File: config.mk
export PLATFORM = sky130hd
export DESIGN_NAME = keypad_scanner
export DESIGN_NICKNAME = d
export VERILOG_FILES = /design/src/rtl/keypad_scanner.sv
export SDC_FILE = /design/constraint.sdc
export NUM_CORES = 1
export LEC_CHECK = 0
export CORE_AREA = 2 2 66 68
export CTS_CLUSTER_SIZE = 10
export DETAILED_ROUTE_END_ITERATION = 16
export DIE_AREA = 0 0 68 70
export PLACE_DENSITY = 0.74
export SLEW_MARGIN = 15
export SYNTH_ARGS = -nofsm -noshare
export SYNTH_HDL_FRONTEND = slang
export SYNTH_SLANG_ARGS = --single-unit
File: constraint.sdc
create_clock -name clk -period 2.7 [get_ports clk]
set_clock_uncertainty 0.05 [all_clocks]
set_input_delay 0.405 -clock clk [delete_from_list [all_inputs] [get_ports clk]]
set_output_delay 0.405 -clock clk [all_outputs]
set_load 0.01 [all_outputs]
File: src/rtl/keypad_scanner.sv
// 4x4 matrix keypad scanner: column strobe, per-frame row capture, debounced press/release FSM.
// Define KEYPAD_AUTOREPEAT_EN to re-pulse o_Key_Valid every REPEAT_FRAMES frames while held.
module keypad_scanner #(
  parameter int unsigned SCAN_DIV      = 1000,
  parameter int unsigned DEBOUNCE_CNT  = 4,
  parameter int unsigned REPEAT_FRAMES = 50
) (
  input  logic       clk,
  input  logic       rst_n,
  input  logic [3:0] i_Row,
  output logic [3:0] o_Col,
  output logic [3:0] o_Key_Code,
  output logic       o_Key_Valid,
  output logic       o_Key_Held
);

  localparam int unsigned DwellW = $clog2(SCAN_DIV);
  localparam logic [DwellW-1:0] DwellLast = DwellW'(SCAN_DIV - 1);
  localparam logic [3:0] DebTarget = 4'(DEBOUNCE_CNT);

  typedef enum logic [1:0] {StIdle, StDebounce, StPressed, StRelease} state_e;

  logic [3:0]        row_meta_q, row_sync_q;
  logic [DwellW-1:0] dwell_q, dwell_d;
  logic [1:0]        col_q, col_d;
  logic              acc_hit_q, acc_hit_d;
  logic [3:0]        acc_code_q, acc_code_d;
  state_e            state_q, state_d;
  logic [3:0]        cand_q, cand_d;
  logic [3:0]        cnt_q, cnt_d, cnt_inc;
  logic [3:0]        code_q, code_d;
  logic              valid_q, valid_d;
  logic              held_q, held_d;

  logic       dwell_last, frame_end, col_hit, frame_hit;
  logic [1:0] row_idx;
  logic [3:0] frame_code;

  always_ff @(posedge clk or negedge rst_n) begin
    if (!rst_n) begin
      row_meta_q <= 4'hF;
      row_sync_q <= 4'hF;
    end else begin
      row_meta_q <= i_Row;
      row_sync_q <= row_meta_q;
    end
  end

  // Scan timing and per-frame capture of the first low row in scan order.
  always_comb begin
    dwell_last = (dwell_q == DwellLast);
    frame_end  = dwell_last && (col_q == 2'd3);
    col_hit    = ~&row_sync_q;
    if (!row_sync_q[0])      row_idx = 2'd0;
    else if (!row_sync_q[1]) row_idx = 2'd1;
    else if (!row_sync_q[2]) row_idx = 2'd2;
    else                     row_idx = 2'd3;
    frame_hit  = acc_hit_q | col_hit;
    frame_code = acc_hit_q ? acc_code_q : {row_idx, col_q};

    dwell_d    = dwell_last ? '0 : dwell_q + 1'b1;
    col_d      = dwell_last ? col_q + 2'd1 : col_q;
    acc_hit_d  = acc_hit_q;
    acc_code_d = acc_code_q;
    if (frame_end) begin
      acc_hit_d  = 1'b0;
      acc_code_d = 4'h0;
    end else if (dwell_last && !acc_hit_q && col_hit) begin
      acc_hit_d  = 1'b1;
      acc_code_d = {row_idx, col_q};
    end
  end

  always_ff @(posedge clk or negedge rst_n) begin
    if (!rst_n) begin
      dwell_q    <= '0;
      col_q      <= 2'd0;
      acc_hit_q  <= 1'b0;
      acc_code_q <= 4'h0;
    end else begin
      dwell_q    <= dwell_d;
      col_q      <= col_d;
      acc_hit_q  <= acc_hit_d;
      acc_code_q <= acc_code_d;
    end
  end

`ifdef KEYPAD_AUTOREPEAT_EN
  localparam int unsigned RepW = (REPEAT_FRAMES < 2) ? 1 : $clog2(REPEAT_FRAMES + 1);
  localparam logic [RepW-1:0] RepTarget = RepW'(REPEAT_FRAMES);
  logic [RepW-1:0] rep_q, rep_d, rep_inc;

  always_ff @(posedge clk or negedge rst_n) begin
    if (!rst_n) rep_q <= '0;
    else        rep_q <= rep_d;
  end
`endif

  always_comb begin
    state_d = state_q;
    cand_d  = cand_q;
    cnt_d   = cnt_q;
    code_d  = code_q;
    valid_d = 1'b0;
    held_d  = held_q;
    cnt_inc = (cnt_q == 4'hF) ? 4'hF : cnt_q + 4'd1;
`ifdef KEYPAD_AUTOREPEAT_EN
    rep_d   = rep_q;
    rep_inc = rep_q + 1'b1;
`endif
    if (frame_end) begin
      unique case (state_q)
        StIdle: begin
          if (frame_hit) begin
            cand_d = frame_code;
            if (DebTarget <= 4'd1) begin
              state_d = StPressed;
              code_d  = frame_code;
              cnt_d   = 4'd0;
              valid_d = 1'b1;
              held_d  = 1'b1;
            end else begin
              state_d = StDebounce;
              cnt_d   = 4'd1;
            end
          end
        end
        StDebounce: begin
          if (!frame_hit) begin
            state_d = StIdle;
            cnt_d   = 4'd0;
          end else if (frame_code != cand_q) begin
            cand_d = frame_code;
            cnt_d  = 4'd1;
          end else if (cnt_inc >= DebTarget) begin
            state_d = StPressed;
            code_d  = cand_q;
            cnt_d   = 4'd0;
            valid_d = 1'b1;
            held_d  = 1'b1;
          end else begin
            cnt_d = cnt_inc;
          end
        end
        StPressed: begin
          if (!frame_hit) begin
            if (DebTarget <= 4'd1) begin
              state_d = StIdle;
              cnt_d   = 4'd0;
              held_d  = 1'b0;
            end else begin
              state_d = StRelease;
              cnt_d   = 4'd1;
            end
          end else begin
`ifdef KEYPAD_AUTOREPEAT_EN
            if (rep_inc == RepTarget) begin
              valid_d = 1'b1;
              rep_d   = '0;
            end else begin
              rep_d = rep_inc;
            end
`endif
          end
        end
        StRelease: begin
          if (frame_hit) begin
            state_d = StPressed;
            cnt_d   = 4'd0;
          end else if (cnt_inc >= DebTarget) begin
            state_d = StIdle;
            cnt_d   = 4'd0;
            held_d  = 1'b0;
          end else begin
            cnt_d = cnt_inc;
          end
        end
        default: state_d = StIdle;
      endcase
    end
`ifdef KEYPAD_AUTOREPEAT_EN
    if (state_d != StPressed) rep_d = '0;
`endif
  end

  always_ff @(posedge clk or negedge rst_n) begin
    if (!rst_n) begin
      state_q <= StIdle;
      cand_q  <= 4'h0;
      cnt_q   <= 4'd0;
      code_q  <= 4'h0;
      valid_q <= 1'b0;
      held_q  <= 1'b0;
    end else begin
      state_q <= state_d;
      cand_q  <= cand_d;
      cnt_q   <= cnt_d;
      code_q  <= code_d;
      valid_q <= valid_d;
      held_q  <= held_d;
    end
  end

  assign o_Col       = ~(4'b0001 << col_q);
  assign o_Key_Code  = code_q;
  assign o_Key_Valid = valid_q;
  assign o_Key_Held  = held_q;

endmodule
# Word-level counts from Yosys, hierarchy flattened
# Cells that the tools add are included.
dict set report totals {
  regBits 41
  in_bits 6
}
dict set report op_classes {
  n_addsub 3
  n_lt_le_gt_ge 1
  eq_ne 18
  shift 1
  muxes 40
  bitwise 3
  reduce_logical 15
}
# op n
set op_table {}
lappend op_table {{4-bit 2-to-1 mux} 13}
lappend op_table {{2-bit 2-to-1 mux} 9}
lappend op_table {{2-bit != test, second input constant} 8}
lappend op_table {{4-bit one-hot mux with 4 select lines} 1}
lappend op_table {{1-bit 2-to-1 mux} 13}
lappend op_table {{10-bit by 1-bit adder with 10-bit output, second input constant} 1}
lappend op_table {{10-bit equality test, second input constant} 1}
lappend op_table {{10-bit 2-to-1 mux} 1}
lappend op_table {{5-bit AND reduction} 2}
lappend op_table {{3-bit != test, second input constant} 3}
lappend op_table {{2-bit one-hot mux with 4 select lines} 1}
lappend op_table {{4-bit one-hot mux with 2 select lines} 1}
lappend op_table {{7-bit AND reduction} 1}
lappend op_table {{2-bit equality test, second input constant} 3}
lappend op_table {{6-bit AND reduction} 1}
lappend op_table {{2-bit nonzero test} 3}
lappend op_table {{4-bit by 1-bit adder with 4-bit output, second input constant} 1}
lappend op_table {{4-bit equality test, second input constant} 1}
lappend op_table {{4-bit by 3-bit greater-or-equal comparator with 1-bit output, second input constant} 1}
lappend op_table {{4-bit != test} 1}
lappend op_table {{4-bit NOT} 1}
lappend op_table {{4-bit AND reduction} 1}
lappend op_table {{1-bit by 2-bit << shifter with 4-bit output, first input constant} 1}
lappend op_table {{1-bit logical AND} 3}
lappend op_table {{other kinds (8)} 9}

# Longest topological paths before layout
dict set report depth {
  depth_word 9
  mapped_depth 7
  mapped_depth_nobuf 6
}

# Worst setup path after synthesis
# Ideal clock, no wire load.
dict set report synth_timing {
  kind {flip-flop to flip-flop}
  from {reg acc_hit_q}
  to {reg code_q[0] (netlist: o_Key_Code[0])}
  t_arrival_ps 1922
  t_required_ps 2525
  setup_slack_ps 603
  path_stages_with_launch 7
  path_buffers 1
  path_cell_list {dfrtp_1 > buf_6 > and2_1 > or3_1 > a211o_1 > nor3_4 > mux2_2}
}
dict set report synth_between {
  elab_chain_len 4
  word_cells_on_any_way 5
  cone_classes {1 x eq/ne; 1 x mux; 2 x bitwise; 1 x reduce/logical}
}
# item line
set synth_lines {}
lappend synth_lines {{from (decl)} 26} ;# logic acc_hit_q, acc_hit_d;
lappend synth_lines {{from (signal assigned)} 83} ;# acc_hit_q <= acc_hit_d;
lappend synth_lines {{4-bit 2-to-1 mux} 59} ;# frame_code = acc_hit_q ? acc_code_q : {row_idx, col_q};
lappend synth_lines {{4-bit != test} 132} ;# end else if (frame_code != cand_q) begin
lappend synth_lines {{1-bit NOT (no source line)} --}
lappend synth_lines {{5-bit AND reduction (no source line) (*)} --}
lappend synth_lines {{to (signal assigned)} 198} ;# code_q <= code_d;
lappend synth_lines {{to (decl)} 31} ;# logic [3:0] code_q, code_d;
# Every way passes the cells marked *; elsewhere a longest branch is shown, timed or not.
# A chain may end at the register's enable or synchronous reset.

# Final worst setup path
dict set report layout_timing {
  from {reg acc_hit_q}
  to {reg code_q[2] (netlist: o_Key_Code[2])}
}
# The elaborated chain is that of the path after synthesis.

==> results.json <==
{
  "outcome": "completed",
  "antenna_found_initial": 0,
  "crit_type": "reg2reg",
  "cts_max_path_buffers": 2,
  "worst_ir_drop_vdd_mv": 0.3816,
  "min_period_ns": 2.265,
  "max_freq_mhz": 441.6,
  "antennaDiodeCount": 0,
  "synth_warnings": 0,
  "relSlewSlack_pct": 42.95,
  "ys_seq_area_share_pct": 52.77,
  "fill_cells": 350,
  "coreArea_um2": 4144,
  "htreeDepth": 2,
  "async_reset_ff_share_pct": 100.0,
  "cts_tree": "built",
  "drc": 0,
  "clockRootBuffer": "clkbuf_8",
  "tns_ns": 0,
  "io_buffers": 15,
  "ios": 16,
  "cp_data_required_time_ns": 2.83,
  "synth_cell_types": 44,
  "totalWireLength_mm": 3.247,
  "nets": 215,
  "yosys.area.top_type": "dfrtp_1",
  "syn2layout_area_growth_pct": 15.87,
  "first_pass_iters": 4,
  "multi_input_comb_area_um2": 859.6,
  "cts_sinks": 41,
  "crit_chain": "and3b_1 > or3_1 > a211o_1 > nor3_4 > mux2_2",
  "clk_pin_slew_ns": 0.08,
  "arrival_ns": 2.39,
  "initial_utilization_pct": 47.37,
  "synth_edf_count": 0,
  "grt_usage_pct": 16.55,
  "synth_flop_cell": "dfrtp_1",
  "die_w_um": 68,
  "die_y_um": 70,
  "dp_hpwl_mm": 2.437,
  "avgSynthCellArea_um2": 10.85,
  "synth-seq-cells": 41,
  "hold_viol_final": 0,
  "p_per_area_nw_per_um2": 480.7,
  "syn-num-nets": 193,
  "tightestPinTransition_ns": 0.8558,
  "via_count": 1385,
  "cts_setup_buffers": 0,
  "regArea_um2": 1036,
  "first_global_vias": 1342,
  "end_kind": "flop",
  "drive_gt1_share_pct": 14.22,
  "finalCritPeriodShare_pct": 83.87,
  "synth_area_leaders": "dfrtp_1, dfstp_2, ha_1",
  "syn_area_um2": 1963,
  "total_leakage_power_nw": 0.9858,
  "crit_fanout": 10,
  "crit_path_max_incr_delay_ns": 0.52,
  "dr.first_iter.drc_count": 31,
  "rsz0062_at_grt": "no",
  "netlist.area_leader.share_pct": 42.07,
  "final_util_pct": 54.89,
  "rows": 24,
  "cts_buffers": 5,
  "avgViaCountPerCell": 5.410,
  "overflow": 0,
  "grt_max_degree": 42,
  "dieArea_um2": 4760,
  "maxCapViolCount": 0,
  "grt_first_pass_wirelength_mm": 5.851,
  "setup_violations": 0,
  "hp-class": "in2async",
  "slew_viol_final": 0,
  "syn_inst": 181,
  "ctsHoldBuffers": 0,
  "ant_nets": 0,
  "clock_latency_ns": 0.29,
  "slowest_stage": "dfrtp_1",
  "cp-start-kind": "flop",
  "place.gp.congestion": 0.8388,
  "avgRoutedWirePerCell_um": 12.68,
  "cts_resized": 0
}
## final timing paths
| kind | cells past startpoint | endpoint | slack (ns) | startpoint |
|---|---|---|---|---|
| min reg2reg | 0 | row_sync_q[2] | 0.30 | row_meta_q[2] |
| max | 5 | o_Key_Code[2] | 0.44 | acc_hit_q |
| max in group asynchronous | 1 | o_Key_Code[2] | 1.89 | rst_n |
| min in group clk | 0 | row_sync_q[2] | 0.30 | row_meta_q[2] |
| max reg2reg | 5 | o_Key_Code[2] | 0.44 | acc_hit_q |
| min | 1 | acc_code_q[0] | 0.17 | rst_n |
## worst max-delay path: cells and delay by family (launching register included)
family	cells	cell delay (ns)
DFF	1	0.52
AOI/OAI and AO/OA	1	0.36
muxes	1	0.37
and+or+nand+nor	3	0.85
## power by group
group          switching [mW]  total [mW]  leakage (nW)  internal [mW]
Clock                   0.201       0.432        0.0542          0.231
Combinational          0.0221      0.0336         0.401         0.0116
Sequential            0.00290       0.628         0.531          0.625
## synthesized netlist by cell type (2+ instances only)
library cell  count
dfrtp_1          33
nand2_1          19
inv_1            14
nor2_1           14
o21ai_0          11
dfstp_2           8
xnor2_1           7
ha_1              6
mux2_2            5
xor2_1            5
a22oi_1           4
and3_1            4
mux2i_1           4
nand3_1           4
and2_1            3
nand4_1           3
o31ai_1           3
a21oi_1           2
a31oi_1           2
a41oi_1           2
nor2b_1           2
nor3_1            2
o21a_1            2
or3_1             2
## kinds of logic (layout without fill, tap and decap cells)
kind of cell / count (synthesis) / in the layout / share of synthesized area [%]
adders and majority gates: 6 / 6 / 3.824
and+or+nand+nor: 61 / 61 / 17.21
buffers and inverters: 16 / 39 / 3.441
muxes: 9 / 9 / 4.907
AOI/OAI and AO/OA: 36 / 36 / 12.49
DFF: 41 / 41 / 52.77
xor gates and xnor gates: 12 / 12 / 5.354
## state kept, by name, summed over array words and instances, names as in the netlist, named ones only
register     count
cnt_q            4
o_Key_Held       1
col_q            2
o_Key_Code       4
row_meta_q       4
row_sync_q       4
acc_code_q       4
dwell_q         10
cand_q           4
acc_hit_q        1
state_q          1
o_Key_Valid      1
## cell usage in the layout, fill, tap and decap left out, types with 4 or more instances in the layout
cell type	instances
o21ai_0	11
clkbuf_8	7
mux2i_1	4
ha_1	6
nand2_1	19
dfrtp_1	33
xor2_1	5
clkdlybuf4s50_1	14
mux2_2	5
xnor2_1	7
dfstp_2	8
inv_1	14
nor2_1	14
nand3_1	4
a22oi_1	4
and3_1	4
## per-stage QoR
stage	cell area, um2	setup WS, ns	instances	power, mW	hold WS [ns]
finish	2275	0.4354	256	1.093	0.1711
global route	2275	0.3091	256	1.142	0.2615
CTS	2275	0.4302	256	1.114	0.2054
detailed placement	2173	0.4436	248	0.6743	0.2979
global placement	2173	0.4954	248	0.6738	0.2958
floorplan	1963	0.6031	181	0.6525	0.05941
## layer usage
layer	share of wire (%)	vias up	track usage, %	wire (um)
li1	-	680	-	-
met1	45	682	20.43	1451
met2	51	19	26.21	1640
met3	3.0	4	4.348	99
met4	1.7	0	8.444	56
met5	0	-	0	0
## cell type report
type	instances	share of cell area, %
Sequential cell	41	45.54
Inverter	14	2.310
Clock inverter	1	0.2200
Tap cell	52	2.860
Timing Repair Buffer	17	7.041
Multi-Input combinational cell	124	37.79
Clock buffer	7	4.235
No activity file was read; power rests on OpenSTA's default activity.
